==> src/rtl/mem_requester.sv <==
// Core-side memory bus master: serves one fetch/load/store at a time through rom_rd/ram_rd/ram_wr.
// Optional grant-wait timeout enabled by defining MEM_REQ_TIMEOUT_EN.
module mem_requester #(
  parameter int ADDR_W         = 8,
  parameter int ROM_ADDR_W     = 8,
  parameter int DATA_W         = 8,
  parameter int HOLD_CYCLES    = 1,
  parameter int TIMEOUT_CYCLES = 16
) (
  input  logic                  clk,
  input  logic                  reset,
  input  logic                  fetch_req,
  input  logic [ROM_ADDR_W-1:0] fetch_addr,
  input  logic                  load_req,
  input  logic                  store_req,
  input  logic [ADDR_W-1:0]     data_addr,
  input  logic [DATA_W-1:0]     store_data,
  output logic                  fetch_done,
  output logic [DATA_W-1:0]     fetch_data,
  output logic                  load_done,
  output logic [DATA_W-1:0]     load_data,
  output logic                  store_done,
  output logic                  busy,
  output logic                  err,
  output logic                  rom_rd,
  output logic                  ram_rd,
  output logic                  ram_wr,
  output logic [ROM_ADDR_W-1:0] rom_addr,
  output logic [ADDR_W-1:0]     ram_addr,
  output logic [DATA_W-1:0]     ram_wdata,
  input  logic                  rom_garant,
  input  logic                  ram_garant_rd,
  input  logic                  ram_garant_wr,
  input  logic [DATA_W-1:0]     rom_rdata,
  input  logic [DATA_W-1:0]     ram_rdata
);

  typedef enum logic [1:0] {IDLE, REQ, ACCESS, RELEASE} state_t;
  typedef enum logic [1:0] {K_FETCH, K_LOAD, K_STORE} kind_t;

  // One counter serves both the hold window (ACCESS) and the grant-wait timeout (REQ).
  localparam int MAXC = (HOLD_CYCLES > TIMEOUT_CYCLES) ? HOLD_CYCLES : TIMEOUT_CYCLES;
  localparam int CW   = $clog2(MAXC + 1);

  state_t                state_q, state_d;
  kind_t                 kind_q, kind_d;
  logic [CW-1:0]         cnt_q, cnt_d;
  logic                  rom_rd_q, rom_rd_d, ram_rd_q, ram_rd_d, ram_wr_q, ram_wr_d;
  logic [ROM_ADDR_W-1:0] rom_addr_q, rom_addr_d;
  logic [ADDR_W-1:0]     ram_addr_q, ram_addr_d;
  logic [DATA_W-1:0]     ram_wdata_q, ram_wdata_d;
  logic [DATA_W-1:0]     fetch_data_q, fetch_data_d, load_data_q, load_data_d;
  logic                  fetch_done_q, fetch_done_d, load_done_q, load_done_d;
  logic                  store_done_q, store_done_d, err_q, err_d;
  logic                  grant_match;

  assign grant_match = ((kind_q == K_FETCH) && rom_garant)    ||
                       ((kind_q == K_LOAD)  && ram_garant_rd) ||
                       ((kind_q == K_STORE) && ram_garant_wr);

  always_comb begin
    state_d      = state_q;
    kind_d       = kind_q;
    cnt_d        = cnt_q;
    rom_rd_d     = rom_rd_q;
    ram_rd_d     = ram_rd_q;
    ram_wr_d     = ram_wr_q;
    rom_addr_d   = rom_addr_q;
    ram_addr_d   = ram_addr_q;
    ram_wdata_d  = ram_wdata_q;
    fetch_data_d = fetch_data_q;
    load_data_d  = load_data_q;
    fetch_done_d = 1'b0;
    load_done_d  = 1'b0;
    store_done_d = 1'b0;
    err_d        = 1'b0;
    case (state_q)
      IDLE: begin
        cnt_d = '0;
        if (store_req) begin
          kind_d      = K_STORE;
          ram_addr_d  = data_addr;
          ram_wdata_d = store_data;
          ram_wr_d    = 1'b1;
          state_d     = REQ;
        end else if (load_req) begin
          kind_d     = K_LOAD;
          ram_addr_d = data_addr;
          ram_rd_d   = 1'b1;
          state_d    = REQ;
        end else if (fetch_req) begin
          kind_d     = K_FETCH;
          rom_addr_d = fetch_addr;
          rom_rd_d   = 1'b1;
          state_d    = REQ;
        end
      end
      REQ: begin
        if (grant_match) begin
          cnt_d   = CW'(HOLD_CYCLES - 1);
          state_d = ACCESS;
        end
`ifdef MEM_REQ_TIMEOUT_EN
        else if (cnt_q == CW'(TIMEOUT_CYCLES - 1)) begin
          rom_rd_d = 1'b0;
          ram_rd_d = 1'b0;
          ram_wr_d = 1'b0;
          err_d    = 1'b1;
          state_d  = IDLE;
        end else begin
          cnt_d = cnt_q + 1'b1;
        end
`endif
      end
      ACCESS: begin
        if (cnt_q == '0) begin
          rom_rd_d = 1'b0;
          ram_rd_d = 1'b0;
          ram_wr_d = 1'b0;
          state_d  = RELEASE;
          case (kind_q)
            K_FETCH: begin fetch_data_d = rom_rdata; fetch_done_d = 1'b1; end
            K_LOAD:  begin load_data_d  = ram_rdata; load_done_d  = 1'b1; end
            default: store_done_d = 1'b1;
          endcase
        end else begin
          cnt_d = cnt_q - 1'b1;
        end
      end
      RELEASE: begin
        // Arbiter drops the grant late; never raise the next request over it.
        if (!grant_match) state_d = IDLE;
      end
      default: state_d = IDLE;
    endcase
  end

  always_ff @(posedge clk) begin
    if (reset) begin
      state_q      <= IDLE;
      kind_q       <= K_FETCH;
      cnt_q        <= '0;
      rom_rd_q     <= 1'b0;
      ram_rd_q     <= 1'b0;
      ram_wr_q     <= 1'b0;
      rom_addr_q   <= '0;
      ram_addr_q   <= '0;
      ram_wdata_q  <= '0;
      fetch_data_q <= '0;
      load_data_q  <= '0;
      fetch_done_q <= 1'b0;
      load_done_q  <= 1'b0;
      store_done_q <= 1'b0;
      err_q        <= 1'b0;
    end else begin
      state_q      <= state_d;
      kind_q       <= kind_d;
      cnt_q        <= cnt_d;
      rom_rd_q     <= rom_rd_d;
      ram_rd_q     <= ram_rd_d;
      ram_wr_q     <= ram_wr_d;
      rom_addr_q   <= rom_addr_d;
      ram_addr_q   <= ram_addr_d;
      ram_wdata_q  <= ram_wdata_d;
      fetch_data_q <= fetch_data_d;
      load_data_q  <= load_data_d;
      fetch_done_q <= fetch_done_d;
      load_done_q  <= load_done_d;
      store_done_q <= store_done_d;
      err_q        <= err_d;
    end
  end

  assign busy       = (state_q != IDLE);
  assign err        = err_q;
  assign rom_rd     = rom_rd_q;
  assign ram_rd     = ram_rd_q;
  assign ram_wr     = ram_wr_q;
  assign rom_addr   = rom_addr_q;
  assign ram_addr   = ram_addr_q;
  assign ram_wdata  = ram_wdata_q;
  assign fetch_data = fetch_data_q;
  assign load_data  = load_data_q;
  assign fetch_done = fetch_done_q;
  assign load_done  = load_done_q;
  assign store_done = store_done_q;

endmodule

==> config.mk <==
export PLATFORM = sky130hd
export DESIGN_NAME = mem_requester
export DESIGN_NICKNAME = d
export VERILOG_FILES = /design/src/rtl/mem_requester.sv
export SDC_FILE = /design/constraint.sdc
export NUM_CORES = 1
export LEC_CHECK = 0
export BUFFER_PORTS_ARGS = -buffer_cell sky130_fd_sc_hd__buf_2
export CAP_MARGIN = 0
export CORE_UTILIZATION = 53
export CTS_BUF_LIST = sky130_fd_sc_hd__clkbuf_8
export DETAILED_ROUTE_END_ITERATION = 8
export PLACE_DENSITY_LB_ADDON = 0.3
export SYNTH_ARGS = -nofsm -noshare
export SYNTH_HDL_FRONTEND = slang
export SYNTH_SLANG_ARGS = --single-unit
export TNS_END_PERCENT = 30
==> constraint.sdc <==
create_clock -name clk -period 3.67 [get_ports clk]
set_clock_uncertainty 0.1 [all_clocks]
set_input_delay 0.1835 -clock clk [delete_from_list [all_inputs] [get_ports clk]]
set_output_delay 0.1835 -clock clk [all_outputs]
set_load 0.05 [all_outputs]
# Word level (Yosys, flattened, before mapping)
# Cells that the tools add are included.
# classes
n_addsub,1
n_mul,0
div,0
n_lt_le_gt_ge,0
eq_ne,15
shift,0
n_mux,28
bitwise,4
n_reduce_logical,26
# op_table
cell,count
2-to-1 mux 2 bit,9
!= test 2 bit (second input constant),9
2-to-1 mux 8 bit,2
case mux 5 bit (3 select lines),1
AND reduction 3 bit,4
AND reduction 4 bit,3
2-to-1 mux 1 bit,10
2-to-1 mux 5 bit,2
case mux 2 bit (4 select lines),1
equality test 2 bit (second input constant),3
case mux 1 bit (2 select lines),3
AND reduction 2 bit,3
nonzero test 2 bit,3
nonzero test 3 bit,2
logical NOT 5 bit,1
AND reduction 5 bit,1
subtractor 5 x 1 -> 5 bit (second input constant),1
equality test 2 x 1 -> 1 bit (second input constant),2
logical NOT 2 bit,2
!= test 4 bit (second input constant),1
NOT 1 bit,4
logical AND 1 bit,3
OR reduction 3 bit,1
logical OR 1 bit,2
OR reduction 2 bit,1
# totals
reg_bits,55
latchBits,0
ram_bits,0
rom_bits,0
input_bits,48
out_inout_bits,48
wordCells,88
memories,0

# Longest topological paths before layout
# Gate-level depths: netlist (run 1).
# logic_depth
depth_word,6
mapped_depth,8
mapped_depth_nobuf,6

# Worst setup path after synthesis (run 1)
# Ideal clock, no wire load.
# synth_timing
path_kind,flip-flop to flip-flop
from,register state_q[0]
to,register state_q[0]
setup_time_ns,0.072
arrival_ns,1.766
required_time_ns,3.498
setup_slack_ns,1.733
stages_incl_launch_ff,8
n_path_buf,1
period_less_slack_ns,1.937
path_cell_list,dfxtp_1 -> inv_1 -> ha_1 -> buf_2 -> inv_1 -> nor4_1 -> a2111oi_2 -> mux2i_1
# synth_via
elab_chain_cells,3
elab_cells_between_ends,10
cone_classes,eq/ne (7); mux (1); reduce/logical (2)
# synth_rtl
element,line,source
from (decl),45,"state_t state_q, state_d;"
from (signal assigned),156,state_q <= state_d;
"equality test 2 bit, or another cell as far along",77,case (state_q)
!= test 2 bit (no source line) or != test 4 bit (tied branches),-,
AND reduction 4 bit (no source line),-,
# Several ways; a longest one is shown, not always the timed one.
# A chain may end at the register's enable or synchronous reset.

# Worst setup path after layout (run 1)
# layout_timing
from,register cnt_q[0]
to,"register load_data_q[3], in the netlist load_data[3]"
# layout_via
elab_chain_cells,2
# layout_rtl
element,line,source
from (decl),47,"logic [CW-1:0] cnt_q, cnt_d;"
from (signal assigned),158,cnt_q <= cnt_d;
logical NOT 5 bit,116,if (cnt_q == '0) begin
AND reduction 3 bit (no source line),-,
to (signal assigned),166,load_data_q <= load_data_d;
to (decl),52,"logic [DATA_W-1:0] fetch_data_q, fetch_data_d, load_data_q, load_data_d;"
# Every way passes these cells.

==> results of run 1 <==
## area by class of cell
class,count,share of cell area [%]
clock inverter,3,2.384
inverter,6,0.7528
tap,50,2.091
sequential,55,36.80
clock buffer,5,2.300
timing repair buffer,108,20.33
multi-input combinational,161,35.34
## registers in the layout, summed over array words and instances, names as in the netlist, 2 cells and up
signal,flops
cnt_q,5
fetch_data,8
kind_q,2
load_data,8
ram_addr,8
ram_wdata,8
rom_addr,8
state_q,2
## per-layer routing
layer | wire length, um | up-vias
met3 | 364 | 11
met1 | 2113 | 899
met5 | 0 | -
met4 | 79 | 0
met2 | 2483 | 75
li1 | - | 1003
## timing repair
item	4_1_cts	5_1_grt
endpoints found under the setup margin	0	0
hold endpoints to repair	10	3
hold buffers	10	3
## metrics by stage
step                area (um2)  hold slack (ps)  utilization, %  total power (W)  std cells
floorplan                 2243            219.5               -         0.001324        237
global placement          2721            310.9           67.55         0.001479        367
detailed placement        2721            321.3           67.55         0.001491        367
CTS                       2962           0.1213           73.51         0.001982        385
global route              2992            3.070           74.25         0.002065        388
finish                    2992            2.163           74.25         0.001977        388
## Yosys cell counts (2+ instances only)
cell type | count | area (um2)
dfxtp_1 | 55 | 1101
nor2_1 | 37 | 138.9
mux2i_1 | 35 | 350.3
nand2_1 | 22 | 82.58
a21oi_1 | 15 | 75.07
clkbuf_1 | 9 | 33.78
nand2b_1 | 8 | 50.05
inv_1 | 6 | 22.52
o21ai_0 | 6 | 30.03
ha_1 | 5 | 62.56
a31oi_1 | 4 | 25.02
buf_2 | 4 | 20.02
nor3_1 | 3 | 15.01
a311oi_1 | 2 | 17.52
and2_1 | 2 | 12.51
buf_4 | 2 | 15.01
nor2b_1 | 2 | 12.51
nor3b_1 | 2 | 15.01
## report_power, final
part	internal [W]	total (W)	switching [W]
registers	0.000682	0.000737	0.0000550
clock network	0.000277	0.000482	0.000205
logic	0.000238	0.000758	0.000520
total	0.00120	0.00198	0.000781
## worst min path at each step
| stage | endpoint | cells after the start |
|---|---|---|
| 5_1_grt | fetch_data[7] | 3 |
| 6_report | ram_wdata[7] | 3 |
| 2_1_floorplan | ram_wdata[0] | 2 |
| 3_5_place_dp | ram_addr[0] | 3 |
| 4_1_cts | ram_wdata[0] | 3 |
| 3_3_place_gp | ram_addr[6] | 3 |
## kinds of logic after synthesis
| kind of cell | Yosys count | synth area share (%) |
|---|---|---|
| buf+inv | 21 | 4.071 |
| mux | 35 | 15.62 |
| flops | 55 | 49.08 |
| simple gates | 85 | 18.24 |
| other cells | 1 | 0.1672 |
| compound gates | 35 | 10.04 |
| fa+ha+maj | 5 | 2.789 |
## worst max-delay path, stage by stage, from the launching register on
cell	delay, ps
dfxtp_1	340
inv_1	80
ha_1	210
nor4b_4	300
nand4b_1	550
mux2i_1	330
nor2_1	60
==> metrics.cfg, run 1 <==
[timing]
relSlewSlack_pct=34.95
tns_ps=0
setup_viol=0
fin_crit_ps=2117
rsz0062_at_grt=false
hold_violations=0
max_slew.worst_pin.slew_ps=975.8
post-route-period-util_pct=57.69
clock.fmax_mhz=472.3
finalMaxSlewViolations=0
setup_ws_ps=1553

[setup_path]
reg2reg_to=load_data[3]
r2r.worst_path.cells=6
endpoint_kind=flop
r2r_setup_slack_ps=1550
timing.rr.start=cnt_q[0]
required_ps=3730
cp-startpoint=cnt_q[0]
cp-endpoint=load_data[3]
crit_arrival_ps=2180
worst-setup-path-type=flop to flop
worstPathMaxFanout=9
start_kind=flop

[cts]
cts_tree=yes
cts.clk_slew.worst_paths_ps=100
cts_made_buffers=5
cts_setup_buffers=0
cts.sink_count=55
cts_root_buf=clkbuf_8
h-tree-depth=2
cts_resized=0
max-clock-path-buffers=2
clkLatencyLatePin_ps=310

[routing]
vias=1988
routed_wl_mm=5.041
drtIter0Drc=110
ant_nets=0
wl_per_cell_um=12.99
drtPass1Iterations=4
viasPerCell=5.124
drc=0

[synth]
ys_seq_area_share_pct=49.08
synthesis.area_um2=2243
postSynthCellCount=237
synth_nets=290
syn_area_per_cell_um2=9.466
synth_seq_cells=55
synth_enable_flop_cells=0
ys.flop_type=dfxtp_1
synth_cell_types=36
synthArstFlopShare_pct=0
yosys_warnings=0

[power]
ir_worst_vdd_mv=0.3962
p_leak_nw=1.471
powerDensity_nw_per_um2=660.8

[finish]
multi_input_area_um2=1057
nFillCells=296
num_antenna_cells=0
drive_gt1_share_pct=31.95
mostFrequentLayoutCells=buf_2, dfxtp_1, nor2_1
area_delta_synth_final_pct=33.35
final_common_cell=buf_2
layout.nets=390
register_area_um2=1101

[run_status]
status=finished clean

[min_path]
min_from=store_data[7]
worstHoldPathType=input port to flop

[global_routing]
antenna_found_initial=0
overflow=0
grt_util_met3_pct=8.562
track_usage_pct=22.52
use_met1_pct=25.00
first_global_vias=1754
grt_max_degree=59
gr-max-usage-layer=met2
grt_first_pass_wirelength_mm=7.617
grtUsageMet2_pct=39.00

[placement]
dpl.hpwl_mm=3.397
place_congestion=0.8476
dpl_worst_slack_ps=1580
port_buffers=94

[floorplanning]
die_w_um=67.06
core_area_um2=4029
ios=96
die_area_um2=4497
die_y_um=67.06
start_util_pct=55.68
rows=23

[flow_run]
maxCapViolations=0

(Power assumes the default switching activity.)
==> inputs of run 2 (changes only) <==
--- a/config.mk
+++ b/config.mk
@@ -7,7 +7,7 @@
 export LEC_CHECK = 0
 export BUFFER_PORTS_ARGS = -buffer_cell sky130_fd_sc_hd__buf_2
 export CAP_MARGIN = 0
-export CORE_UTILIZATION = 53
+export CORE_UTILIZATION = 44
 export CTS_BUF_LIST = sky130_fd_sc_hd__clkbuf_8
 export DETAILED_ROUTE_END_ITERATION = 8
 export PLACE_DENSITY_LB_ADDON = 0.3
==> constraint.sdc (replaced) <==
create_clock -name clk -period 1.8 [get_ports clk]
set_clock_uncertainty 0.1 [all_clocks]
set_input_delay 0.09 -clock clk [delete_from_list [all_inputs] [get_ports clk]]
set_output_delay 0.09 -clock clk [all_outputs]
set_load 0.05 [all_outputs]
==> run 2 against run 1 <==
  * Design area grew 16%
  * Sequential power up 100%
  * Combinational power rose by 150%
  * Hold slack gained 74 ps
  * Sequential share of layout area fell by 5.0 points
  * Setup slack got worse by 1500 ps
  * Largest cell class is now multi-input gates
==> metrics.cfg, run 2 (synthesized netlist as in run 1, its figures left out) <==
[run_status]
status=finished clean

[cts]
cts.clk_slew.worst_paths_ps=90  ; about the same
clkLatencyLatePin_ps=300  ; about the same
max-clock-path-buffers=2  ; unchanged
cts_made_buffers=5  ; unchanged
cts_tree=yes
cts_root_buf=clkbuf_8
h-tree-depth=2  ; unchanged
cts.sink_count=55  ; unchanged

[timing]
finalMaxSlewViolations=0  ; unchanged
tns_ps=0  ; unchanged
hold_ws_ps=76.43  ; +74.27 ps
rsz0062_at_grt=true
hold_violations=0  ; unchanged
post-route-period-util_pct=99.70  ; +42 points
fin_crit_ps=1795  ; -322.6 ps
relSlewSlack_pct=58.41  ; +23 points
setup_viol=0  ; unchanged
clock.fmax_mhz=557.2  ; +18%
max_slew.worst_pin.slew_ps=623.8  ; -352.0 ps

[global_routing]
first_global_vias=2154  ; +23%
grt_max_degree=34  ; -42%
overflow=0  ; unchanged
grt_first_pass_wirelength_mm=9.404  ; +23%
track_usage_pct=22.78  ; +0.26 points
antenna_found_initial=0  ; unchanged

[flow_run]
maxCapViolations=0  ; unchanged

[routing]
viasPerCell=4.851  ; -5.3%
drtIter0Drc=67  ; -39%
drtPass1Iterations=4  ; unchanged
drc=0  ; unchanged
routed_wl_mm=5.968  ; +18%
vias=2178  ; +9.6%
wl_per_cell_um=13.29  ; +2.3%
ant_nets=0  ; unchanged

[floorplanning]
die_area_um2=5388  ; +20%
core_area_um2=4817  ; +20%
start_util_pct=46.57  ; -9.1 points
die_w_um=73.41  ; +9.5%
rows=25  ; +8.7%
die_y_um=73.41  ; +9.5%
ios=96  ; unchanged

[finish]
finalNonFillerCells=449  ; +16%
final_common_cell=buf_2
num_antenna_cells=0  ; unchanged
nFillCells=378  ; +28%
drive_gt1_share_pct=36.39  ; +4.4 points
area_delta_synth_final_pct=54.88
mostFrequentLayoutCells=buf_2, dfxtp_1, dlygate4sd3_1
layout.nets=434  ; +11%
multi_input_area_um2=1140  ; +7.8%
register_area_um2=1105  ; +0.34%
stdcell_area_um2=3475  ; +16%
fin_util_pct=72.13  ; -2.1 points

[power]
switchingPower_w=0.001657  ; +110%
powerDensity_nw_per_um2=1173  ; +77%
internal_power_w=0.002418  ; +100%
ir_worst_vdd_mv=0.8131  ; +110%
power_frac_comb_pct=46.1  ; +7.7 points
switching_share_pct=40.67  ; +1.2 points
pwr-share-seq_pct=36.9  ; -0.4 points
p_leak_nw=1.670  ; +14%
clockPowerShare_pct=17.0  ; -7.4 points

[setup_path]
required_ps=1930  ; -1800 ps
worst-setup-path-type=flop to flop
reg2reg_to=state_q[0]
r2r.worst_path.cells=7  ; +1
worstPathMaxFanout=4  ; -5
crit_arrival_ps=1930  ; -250 ps
r2r_setup_slack_ps=5  ; -1550 ps
start_kind=flop
timing.rr.start=cnt_q[1]
endpoint_kind=flop

[placement]
place_inst=397  ; +8.2%
place_congestion=0.8792  ; +3.7%
placed_area_um2=2863  ; +5.2%
port_buffers=94  ; unchanged
dpl.hpwl_mm=3.760  ; +11%

[min_path]
min_from=load_req
hold_end=ram_rd
min_path_cells=3  ; unchanged
worstHoldPathType=input port to flop

run 2: cell types whose count changed in the layout (fill, tap and decap cells not counted), sizes merged:
cell / previous run / this run
buf: 95 / 112
bufinv: 2 / 0
clkbuf: 5 / 6
clkinv: 0 / 1
clkinvlp: 0 / 1
dlygate4sd3: 13 / 40
inv: 7 / 6
run 2: critical path, cell delays in order, from the launching register on:
cell       delay (ps)
dfxtp_2           330
inv_2              80
ha_4              130
nor4b_4           290
nor2_2            110
a2111oi_4         320
buf_4             180
mux2i_1           180
run 2: metal layers:
| layer | track usage [%] | wire length, um | part of all wire [%] |
|---|---|---|---|
| met4 | 8.333 | 104 | 1.7 |
| met2 | 42.39 | 3092 | 52 |
| met1 | 25.38 | 2464 | 41 |
| met3 | 4.801 | 306 | 5.1 |
| met5 | 0 | 0 | 0 |
run 2: power by group through the flow:
stage	combinational [W]	clock [W]	sequential [W]
2_1_floorplan	0.000720	0	0.00199
3_3_place_gp	0.00162	0	0.00151
3_5_place_dp	0.00166	0	0.00152
4_1_cts	0.00174	0.000708	0.00150
5_1_grt	0.00201	0.000752	0.00153
6_report	0.00188	0.000694	0.00150
run 2: cell type report:
class                           count  share of cell area (%)
Timing Repair Buffer              152                   29.49
Tap cell                           67                   2.413
Sequential cell                    55                   31.80
Clock inverter                      2                  0.3601
Multi-Input combinational cell    161                   32.81
Inverter                            6                  0.7562
Clock buffer                        6                   2.377
run 2: worst max path at each step:
stage | from | to | slack [ps] | cells past startpoint
2_1_floorplan | state_q[0] | state_q[0] | 30 | 7
3_3_place_gp | cnt_q[0] | fetch_data[6] | 70 | 7
3_5_place_dp | cnt_q[0] | fetch_data[5] | -20 | 7
4_1_cts | cnt_q[0] | fetch_data[6] | -30 | 7
5_1_grt | cnt_q[1] | fetch_data[1] | -120 | 7
6_report | cnt_q[1] | state_q[0] | 5 | 7
run 2: timing repair:
action	in CTS	in global routing
gates cloned	0	1
pin swaps	0	4
resized for setup	3	20
endpoints found under the hold margin	40	0
endpoints found under the setup margin	13	23
hold buffers	40	0
buffers inserted	0	3
run 2: through the flow:
stage | power (W) | worst slack [ps]
floorplan | 0.002713 | 31.89
global route | 0.004292 | -119.4
global placement | 0.003134 | 65.27
CTS | 0.003947 | -29.79
finish | 0.004075 | 5.385
detailed placement | 0.003174 | -21.87
==> inputs of run 3 (changes only) <==
==> constraint.sdc (replaced) <==
create_clock -name clk -period 1.8 [get_ports clk]
set_clock_uncertainty 0.1 [all_clocks]
set_input_delay 0.09 -clock clk [delete_from_list [all_inputs] [get_ports clk]]
set_output_delay 0.09 -clock clk [all_outputs]
set_load 0.005 [all_outputs]
==> run 3 against run 2 <==
  * The flow now finishes with violations (setup timing)
  * Via count decreased by 2.9%
  * Setup slack got worse by 16 ps
  * Utilization decreased by 0.99 points
  * Clock power increased by 19%
  * Power decreased by 12%
  * Non-clock buffer count decreased by 3
  * Combinational power decreased by 34%
==> metrics.cfg, run 3 (synthesized netlist as in run 1, its figures left out) <==
[run_status]
status=finished, violations left
violations=setup timing

[floorplanning]
ios=96  ; unchanged
start_util_pct=46.57  ; unchanged
core_area_um2=4817  ; unchanged
die_area_um2=5388  ; unchanged
rows=25  ; unchanged
die_w_um=73.41  ; unchanged
die_y_um=73.41  ; unchanged

[finish]
register_area_um2=1106  ; +0.11%
fin_util_pct=71.14  ; -0.99 points
drive_gt1_share_pct=34.56  ; -1.8 points
final_common_cell=buf_2
area_delta_synth_final_pct=52.76
layout.nets=431  ; -0.69%
stdcell_area_um2=3427  ; -1.4%
mostFrequentLayoutCells=buf_2, dfxtp_1, dlygate4sd3_1
multi_input_area_um2=1104  ; -3.2%
num_antenna_cells=0  ; unchanged
nFillCells=372  ; -1.6%

[routing]
drc=0  ; unchanged
viasPerCell=4.742  ; -2.2%
ant_nets=0  ; unchanged
drtPass1Iterations=5  ; +1
routed_wl_mm=5.843  ; -2.1%
drtIter0Drc=53  ; -21%
wl_per_cell_um=13.10  ; -1.4%
vias=2115  ; -2.9%

[setup_path]
start_kind=flop
cp_slowest_stage_delay_ps=330  ; about the same
required_ps=1880  ; -50 ps
crit_top_cell=nor4b_4
crit_arrival_ps=1890  ; -40 ps
r2r.worst_path.cells=7  ; unchanged
worst-setup-path-type=flop to flop
critical_path.slowest_cell=dfxtp_2
endpoint_kind=flop
cp_cell_sequence=inv_2 > ha_4 > nor4b_4 > nor4b_4 > buf_4 > mux2i_1 > nor2_1
worstPathMaxFanout=4  ; unchanged

[min_path]
min_path_cells=3  ; unchanged
worstHoldPathType=input port to flop

[global_routing]
overflow=0  ; unchanged
grt_max_degree=38  ; +12%
first_global_vias=1978  ; -8.2%
track_usage_pct=21.87  ; -0.91 points
antenna_found_initial=0  ; unchanged
grt_first_pass_wirelength_mm=8.956  ; -4.8%

[timing]
rsz0062_at_grt=true
fin_crit_ps=1811  ; +16.00 ps
max_slew.worst_pin.slew_ps=636.6  ; +12.88 ps
hold_violations=0  ; unchanged
setup_viol=3  ; +3
post-route-period-util_pct=100.6  ; +0.89 points
relSlewSlack_pct=57.56  ; -0.85 points
finalMaxSlewViolations=0  ; unchanged
clock.fmax_mhz=552.3  ; -0.88%
setup_ws_ps=-10.62  ; -16.00 ps

[placement]
dpl_worst_slack_ps=-90.82  ; -68.96 ps
placed_area_um2=2830  ; -1.1%
port_buffers=94  ; unchanged
dpl.hpwl_mm=3.549  ; -5.6%
place_congestion=0.8343  ; -5.1%

[cts]
h-tree-depth=2  ; unchanged
cts_root_buf=clkbuf_8
cts.clk_slew.worst_paths_ps=100  ; about the same
max-clock-path-buffers=2  ; unchanged
cts_made_buffers=5  ; unchanged
cts_tree=yes
clkLatencyLatePin_ps=310  ; about the same
cts.sink_count=55  ; unchanged

[flow_run]
maxCapViolations=0  ; unchanged

[power]
powerDensity_nw_per_um2=1045  ; -11%
p_leak_nw=1.660  ; -0.58%
ir_worst_vdd_mv=0.6152  ; -24%

[run 3: power breakdown]
group	total [W]	switching, W	internal, W
clock	0.000826	0.000411	0.000415
combinational	0.00125	0.000603	0.000647
sequential	0.00151	0.000113	0.00139
total	0.00358	0.00113	0.00246
[run 3: per-stage QoR]
stage	std cells	TNS [ps]	power, W	hold slack (ps)
3_3_place_gp	394	0	0.002579	219.1
2_1_floorplan	237	0	0.002186	126.0
4_1_cts	442	-92.55	0.003509	43.63
3_5_place_dp	394	-227.5	0.002602	226.4
6_report	446	-18.19	0.003582	54.67
5_1_grt	446	-1480	0.003799	70.36
[run 3: final timing paths]
path | start | end | slack (ps)
max reg2reg | cnt_q[1] | fetch_data[7] | -10
min reg2reg | ram_wdata[1] | ram_wdata[1] | 360
min | load_req | ram_rd | 50
max | cnt_q[1] | fetch_data[7] | -10
[run 3: cell type report]
class | instances | area share (%)
clock buffers | 5 | 2.008
clock inverters | 3 | 1.241
inverters | 6 | 0.6572
multi-input cells | 161 | 32.20
flip-flops and latches | 55 | 32.27
well taps | 67 | 2.446
repair buffers | 149 | 29.17
[run 3: critical path: cells and delay by family, from the launching register on]
kind / cells / cell delay (ps)
multiplexers: 1 / 180
adder cells (fa/ha/maj): 1 / 140
buffers and inverters: 2 / 280
flip-flops: 1 / 330
AND/OR/NAND/NOR: 3 / 650
[run 3: what timing repair did]
action / 4_1_cts / 5_1_grt
hold buffers: 40 / 0
gates resized for setup: 1 / 15
setup endpoints to repair: 10 / 26
buffers inserted: 0 / 3
pin swaps: 1 / 2
gates cloned: 0 / 1
hold endpoints to repair: 40 / 0
[run 3: metal layers]
layer | up-vias | routed length [um] | track usage, %
li1 | 1077 | - | -
met1 | 963 | 2414 | 24.08
met2 | 65 | 2970 | 39.51
met3 | 10 | 352 | 6.722
met4 | 0 | 105 | 7.906
met5 | - | 0 | 0
